File: src/rtl/nyaya_dispatch.sv
// Nyaya dispatch: in-order instruction FIFO feeding a downstream 4-valued ALU
// through a fixed IDLE/ISSUE/EXEC/WB sequence, with a 2-bit-per-entry register file.
module nyaya_dispatch #(
    parameter int DEPTH = 4,
    parameter int NREG  = 8,
    localparam int AW = $clog2(NREG),
    localparam int PW = $clog2(DEPTH),
    localparam int CW = PW + 1
) (
    input  logic          clk,
    input  logic          rst_n,
    // Input handshake: an instruction transfers on a rising edge where
    // in_valid and in_ready are both high; in_ready depends only on occupancy.
    input  logic          in_valid,
    output logic          in_ready,
    input  logic [2:0]    in_opcode,
    input  logic [AW-1:0] in_ra,
    input  logic [AW-1:0] in_rb,
    input  logic [AW-1:0] in_rd,
    input  logic          flush,
    output logic [1:0]    alu_op_a,
    output logic [1:0]    alu_op_b,
    output logic [2:0]    alu_opcode,
    input  logic [1:0]    alu_result,
    input  logic          alu_loop_flag,
    input  logic          ext_we,
    input  logic [AW-1:0] ext_addr,
    input  logic [1:0]    ext_data,
    input  logic [AW-1:0] rd_addr,
    output logic [1:0]    rd_data,
    output logic          busy,
    output logic [CW-1:0] fifo_count,
    output logic          loop_sticky,
    output logic [7:0]    loop_count,
    output logic [1:0]    dbg_state_o
);

    typedef enum logic [1:0] {
        S_IDLE  = 2'd0,
        S_ISSUE = 2'd1,
        S_EXEC  = 2'd2,
        S_WB    = 2'd3
    } state_t;

    typedef struct packed {
        logic [2:0]    opcode;
        logic [AW-1:0] ra;
        logic [AW-1:0] rb;
        logic [AW-1:0] rd;
    } instr_t;

    state_t        state_q, state_d;
    instr_t        fifo_q [DEPTH];
    instr_t        head;
    instr_t        in_instr;
    logic [PW-1:0] wr_ptr_q, wr_ptr_d;
    logic [PW-1:0] rd_ptr_q, rd_ptr_d;
    logic [CW-1:0] count_q, count_d;
    logic [1:0]    rf_q [NREG];
    logic [1:0]    rf_d [NREG];
    logic [1:0]    rf_view [1 << AW];
    logic [AW-1:0] rd_lat_q, rd_lat_d;
    logic [1:0]    op_a_q, op_a_d;
    logic [1:0]    op_b_q, op_b_d;
    logic [2:0]    opcode_q, opcode_d;
    logic          loop_sticky_q, loop_sticky_d;
    logic [7:0]    loop_count_q, loop_count_d;
    logic          push, pop, wb, ext_ok;

    assign in_instr = {in_opcode, in_ra, in_rb, in_rd};
    assign head     = fifo_q[rd_ptr_q];

    assign in_ready = (count_q < CW'(DEPTH));
    assign busy     = (state_q != S_IDLE);
    assign push     = in_valid && in_ready && !flush;
    assign pop      = (state_q == S_IDLE) && (count_q != '0) && !flush;
    // A flush landing in WB aborts the instruction, so nothing is written back.
    assign wb       = (state_q == S_WB) && !flush;
    assign ext_ok   = ext_we && !busy;

    // Addresses beyond NREG read as ASATYA when NREG is not a power of two.
    for (genvar g = 0; g < (1 << AW); g++) begin : g_view
        if (g < NREG) begin : g_live
            assign rf_view[g] = rf_q[g];
        end else begin : g_pad
            assign rf_view[g] = 2'b00;
        end
    end

    always_comb begin
        state_d = state_q;
        if (flush) begin
            state_d = S_IDLE;
        end else begin
            case (state_q)
                S_IDLE:  if (pop) state_d = S_ISSUE;
                S_ISSUE: state_d = S_EXEC;
                S_EXEC:  state_d = S_WB;
                S_WB:    state_d = S_IDLE;
                default: state_d = S_IDLE;
            endcase
        end
    end

    always_comb begin
        wr_ptr_d = wr_ptr_q;
        rd_ptr_d = rd_ptr_q;
        count_d  = count_q;
        if (flush) begin
            wr_ptr_d = '0;
            rd_ptr_d = '0;
            count_d  = '0;
        end else begin
            if (push) wr_ptr_d = wr_ptr_q + PW'(1);
            if (pop)  rd_ptr_d = rd_ptr_q + PW'(1);
            case ({push, pop})
                2'b10:   count_d = count_q + CW'(1);
                2'b01:   count_d = count_q - CW'(1);
                default: count_d = count_q;
            endcase
        end
    end

    always_ff @(posedge clk) begin
        if (push) fifo_q[wr_ptr_q] <= in_instr;
    end

    // Operands are captured from the pre-edge register file, so a host write
    // landing on the pop edge is not seen by the popped instruction.
    always_comb begin
        op_a_d   = op_a_q;
        op_b_d   = op_b_q;
        opcode_d = opcode_q;
        rd_lat_d = rd_lat_q;
        if (pop) begin
            op_a_d   = rf_view[head.ra];
            op_b_d   = rf_view[head.rb];
            opcode_d = head.opcode;
            rd_lat_d = head.rd;
        end
    end

    always_comb begin
        rf_d = rf_q;
        if (wb) begin
            for (int i = 0; i < NREG; i++) begin
                if (rd_lat_q == AW'(i)) rf_d[i] = alu_result;
            end
        end else if (ext_ok) begin
            for (int i = 0; i < NREG; i++) begin
                if (ext_addr == AW'(i)) rf_d[i] = ext_data;
            end
        end
    end

    always_comb begin
        loop_sticky_d = loop_sticky_q;
        loop_count_d  = loop_count_q;
        if (wb && alu_loop_flag) begin
            loop_sticky_d = 1'b1;
            if (loop_count_q != 8'hFF) loop_count_d = loop_count_q + 8'd1;
        end
    end

    always_ff @(posedge clk or negedge rst_n) begin
        if (!rst_n) begin
            state_q       <= S_IDLE;
            wr_ptr_q      <= '0;
            rd_ptr_q      <= '0;
            count_q       <= '0;
            rd_lat_q      <= '0;
            op_a_q        <= 2'b00;
            op_b_q        <= 2'b00;
            opcode_q      <= 3'b111;
            loop_sticky_q <= 1'b0;
            loop_count_q  <= 8'd0;
            for (int i = 0; i < NREG; i++) rf_q[i] <= 2'b00;
        end else begin
            state_q       <= state_d;
            wr_ptr_q      <= wr_ptr_d;
            rd_ptr_q      <= rd_ptr_d;
            count_q       <= count_d;
            rd_lat_q      <= rd_lat_d;
            op_a_q        <= op_a_d;
            op_b_q        <= op_b_d;
            opcode_q      <= opcode_d;
            loop_sticky_q <= loop_sticky_d;
            loop_count_q  <= loop_count_d;
            rf_q          <= rf_d;
        end
    end

    assign alu_op_a    = op_a_q;
    assign alu_op_b    = op_b_q;
    assign alu_opcode  = opcode_q;
    assign rd_data     = rf_view[rd_addr];
    assign fifo_count  = count_q;
    assign loop_sticky = loop_sticky_q;
    assign loop_count  = loop_count_q;
    assign dbg_state_o = state_q;

endmodule

File: config.mk
export PLATFORM = sky130hd
export DESIGN_NAME = nyaya_dispatch
export DESIGN_NICKNAME = d
export VERILOG_FILES = /design/src/rtl/nyaya_dispatch.sv
export SDC_FILE = /design/constraint.sdc
export NUM_CORES = 1
export LEC_CHECK = 0
export CORE_UTILIZATION = 50
export CTS_CLUSTER_DIAMETER = 100
export DETAILED_ROUTE_END_ITERATION = 12
export GPL_TIMING_DRIVEN = 0
export PLACE_DENSITY = 0.87
export SYNTH_ARGS = -nofsm -noshare
export SYNTH_HDL_FRONTEND = slang
export SYNTH_SLANG_ARGS = --single-unit
File: constraint.sdc
create_clock -name clk -period 2.37 [get_ports clk]
set_clock_uncertainty 0.2 [all_clocks]
set_input_delay 0.5925 -clock clk [delete_from_list [all_inputs] [get_ports clk]]
set_output_delay 0.5925 -clock clk [all_outputs]
set_load 0.02 [all_outputs]
==> results.yml <==
worst_setup_path:
  worstPathArrival_ps: 1650
  r2r-end: "fifo_count[1]"
  cp_top_family: "multiplexers"
  cp-start-kind: "flip-flop"
  crit_fanout: 2
  cp-end-kind: "output pin"
  criticalPathCategory: "reg -> out"
  crit_slowest_cell: "mux4_2"
  required_ps: 1580
  slowest_delay_ps: 470
  r2r.worst_path.cells: 10
  r2r_slack_ps: 50
  worst_r2r_startpoint: "dbg_state_o[1]"
  path_cells: "mux4_2 -> mux2_4 -> buf_6"
  critical_path_buf_inv_count: 1
route:
  drt_iter0_markers: 90
  wl_per_cell_um: 18.6
  wl_mm: 9.38
  first_pass_iters: 4
  antenna_left: 0
  drc: 0
  via_count: 2892
  viasPerCell: 5.74
clocking:
  clk_path_buf_depth: 2
  cts_root_buf: "clkbuf_8"
  cts_tree: "done"
  cts_max_level: 3
  worstSkewPairLatency_ps: 360
  clkTransAtPathRegs_ps: 90
  cts_buffers: 9
  cts_sinks: 92
synthesis:
  ys_seq_area_share_pct: 58.9
  syn_inst: 309
  synthesis.area_um2: 4320
  synth_fp_nets: 347
  yosys_register_bits: 92
  synth_flop_cell: "edfxtp_1"
  avgSynthCellArea_um2: 14.0
  async_flop_share_pct: 47.8
  synth_area_leaders: "edfxtp_1 33%, dfrtp_1 24%, mux4_2 7.3%"
  synth-edff-count: 48
  ys_types: 54
  synth_top_cell_by_area: "edfxtp_1"
  yosysWarnings: 0
  synth.top_cell.area_share_pct: 33.3
pwr:
  p_switching_mw: 2.19
  clkPwrFrac_pct: 16.3
  p_comb_share_pct: 45.3
  p_per_area_nw_per_um2: 1120
  seqPwrFrac_pct: 38.4
  leakage_nw: 2.16
  irDropWorstVdd_uv: 472
  internal_power_mw: 3.89
  swShare_pct: 36.1
sta:
  slew_headroom_pct: 66.1
  whs_ps: 272
  worst_slew_pin_slew_ps: 496
  fin_ws_ps: -74.6
  final-max-slew-violation-count: 0
  final-hold-violation-count: 0
  setup_viol: 2
  rsz0062_at_grt: "yes"
  min_period_over_period_pct: 103
  fmax_ghz: 0.409
  finalCriticalPeriod_ps: 2440
  fin_tns_setup_ps: -141
hold_path:
  hold_depth: 2
  hold-path-endpoint: "alu_opcode[1]"
  holdCritPathClass: "reg -> reg"
  min_from: "alu_opcode[1]"
place:
  io_buffers: 52
  numPlacedInstances: 467
  gp_congestion: 0.876
  hpwl_mm: 6.27
  placed_cell_area_um2: 5040
finish:
  post-route-util_pct: 65.6
  finish.net_count: 432
  final_area_um2: 5450
  layout_common_cells: "48 x edfxtp_1, 45 x clkdlybuf4s50_1, 38 x nand2_1, 36 x dfrtp_1, 24 x buf_4"
  layout-drive-gt1-share_pct: 29.1
  area_growth_syn_to_layout_pct: 26.0
  final_cells: 504
  diodes: 0
  final_common_cell: "edfxtp_1"
die:
  rows: 33
  die_y_um: 95.0
  die-area_um2: 9020
  die_x_um: 95.0
  initial_core_util_pct: 52.1
  core_um2: 8300
  ios: 53
run_status:
  violations: "setup timing"
  status: "finished, violations left"
global_routing:
  grt_pass1_vias: 2967
  grt_overflow: 0
  grt_pass1_wl_mm: 14.8
  grt.total_usage_pct: 22.6
  grt_max_degree: 28
  antenna_found_initial: 0
run:
  max-cap-violations: 0
==> cells by family (layout without fill, tap and decap cells) <==
group	Yosys count	after routing	share of synthesized area, %
and+or+nand+nor	92	92	10.4
DFF	92	92	58.9
muxes	47	47	16.4
xor gates and xnor gates	11	11	2.23
buffers and inverters	22	112	2.66
adders and majority gates	10	10	3.07
AOI/OAI and AO/OA	35	35	6.28
==> how the worst max path moves through the flow <==
stage / start / end / slack, ps / cells after the start
2_1_floorplan: dbg_state_o[1] / fifo_count[1] / -80 / 11
3_3_place_gp: rd_addr[0] / rd_data[0] / -960 / 4
3_5_place_dp: rd_addr[0] / rd_data[1] / -960 / 4
4_1_cts: rf_q[3] / rd_data[1] / -110 / 3
5_1_grt: rf_q[8] / rd_data[0] / -110 / 3
6_report: rf_q[8] / rd_data[0] / -70 / 3
==> cells in the mapped netlist (5+ instances only) <==
| master | count |
|---|---|
| edfxtp_1 | 48 |
| clkbuf_1 | 6 |
| and2_1 | 5 |
| mux2_2 | 22 |
| nand2_1 | 38 |
| inv_1 | 9 |
| xnor2_1 | 8 |
| nor2_1 | 16 |
| mux2i_1 | 5 |
| ha_1 | 9 |
| dfrtp_1 | 41 |
| a21oi_1 | 5 |
| nand3_1 | 5 |
| mux4_2 | 14 |
==> final cells by class <==
type	instances	area [um2]
Fill cell	567	2850
Sequential cell	92	2550
Multi-Input combinational cell	195	1750
Timing Repair Buffer	76	712
Tap cell	105	131
Clock buffer	9	124
Buffer	11	92.6
Clock inverter	7	55.1
Inverter	9	33.8
==> power by group through the flow <==
stage	Combinational [mW]	Sequential, mW	Clock (mW)
after detailed placement	2.27	2.44	0
after global placement	2.18	2.40	0
after global routing	2.96	2.38	1.06
final	2.75	2.34	0.988
after floorplan	1.46	2.46	0
after CTS	2.56	2.33	1.01
==> tightest hold or removal path: stages (launching register included) <==
cell	delay (ps)
dfstp_2	390
nand2_1	50
nand2_1	40
==> through the flow <==
step	setup slack [ps]	total power [mW]
finish	-74.6	6.08
global route	-112	6.40
CTS	-108	5.90
detailed placement	-963	4.70
global placement	-965	4.58
floorplan	-77.0	3.92
==> metal layers <==
metal | wire length, um | part of all wire (%) | vias up | GRT usage (%)
li1 | - | - | 1325 | -
met1 | 3820 | 41 | 1468 | 26.7
met2 | 5020 | 54 | 85 | 39.9
met3 | 390 | 4.2 | 14 | 4.27
met4 | 147 | 1.6 | 0 | 10.1
met5 | 0 | 0 | - | 0
==> flip-flops by register name, indices dropped and copies added, names as in the netlist, 2 cells and up <==
signal / cells
dbg_state_o: 2
wr_ptr_q: 2
rd_lat_q: 3
alu_op_a: 2
rd_ptr_q: 2
fifo_count: 3
fifo_q: 48
alu_op_b: 2
rf_q: 16
alu_opcode: 3
loop_count: 8
==> repair_timing <==
item	CTS	global route
hold buffers	1	0
pin swaps	1	3
hold endpoints to repair	14	0
gates cloned	0	0
gates resized for setup	26	17
setup endpoints to repair	60	54
setup buffers	16	6
No activity file was read; power rests on OpenSTA's default activity.
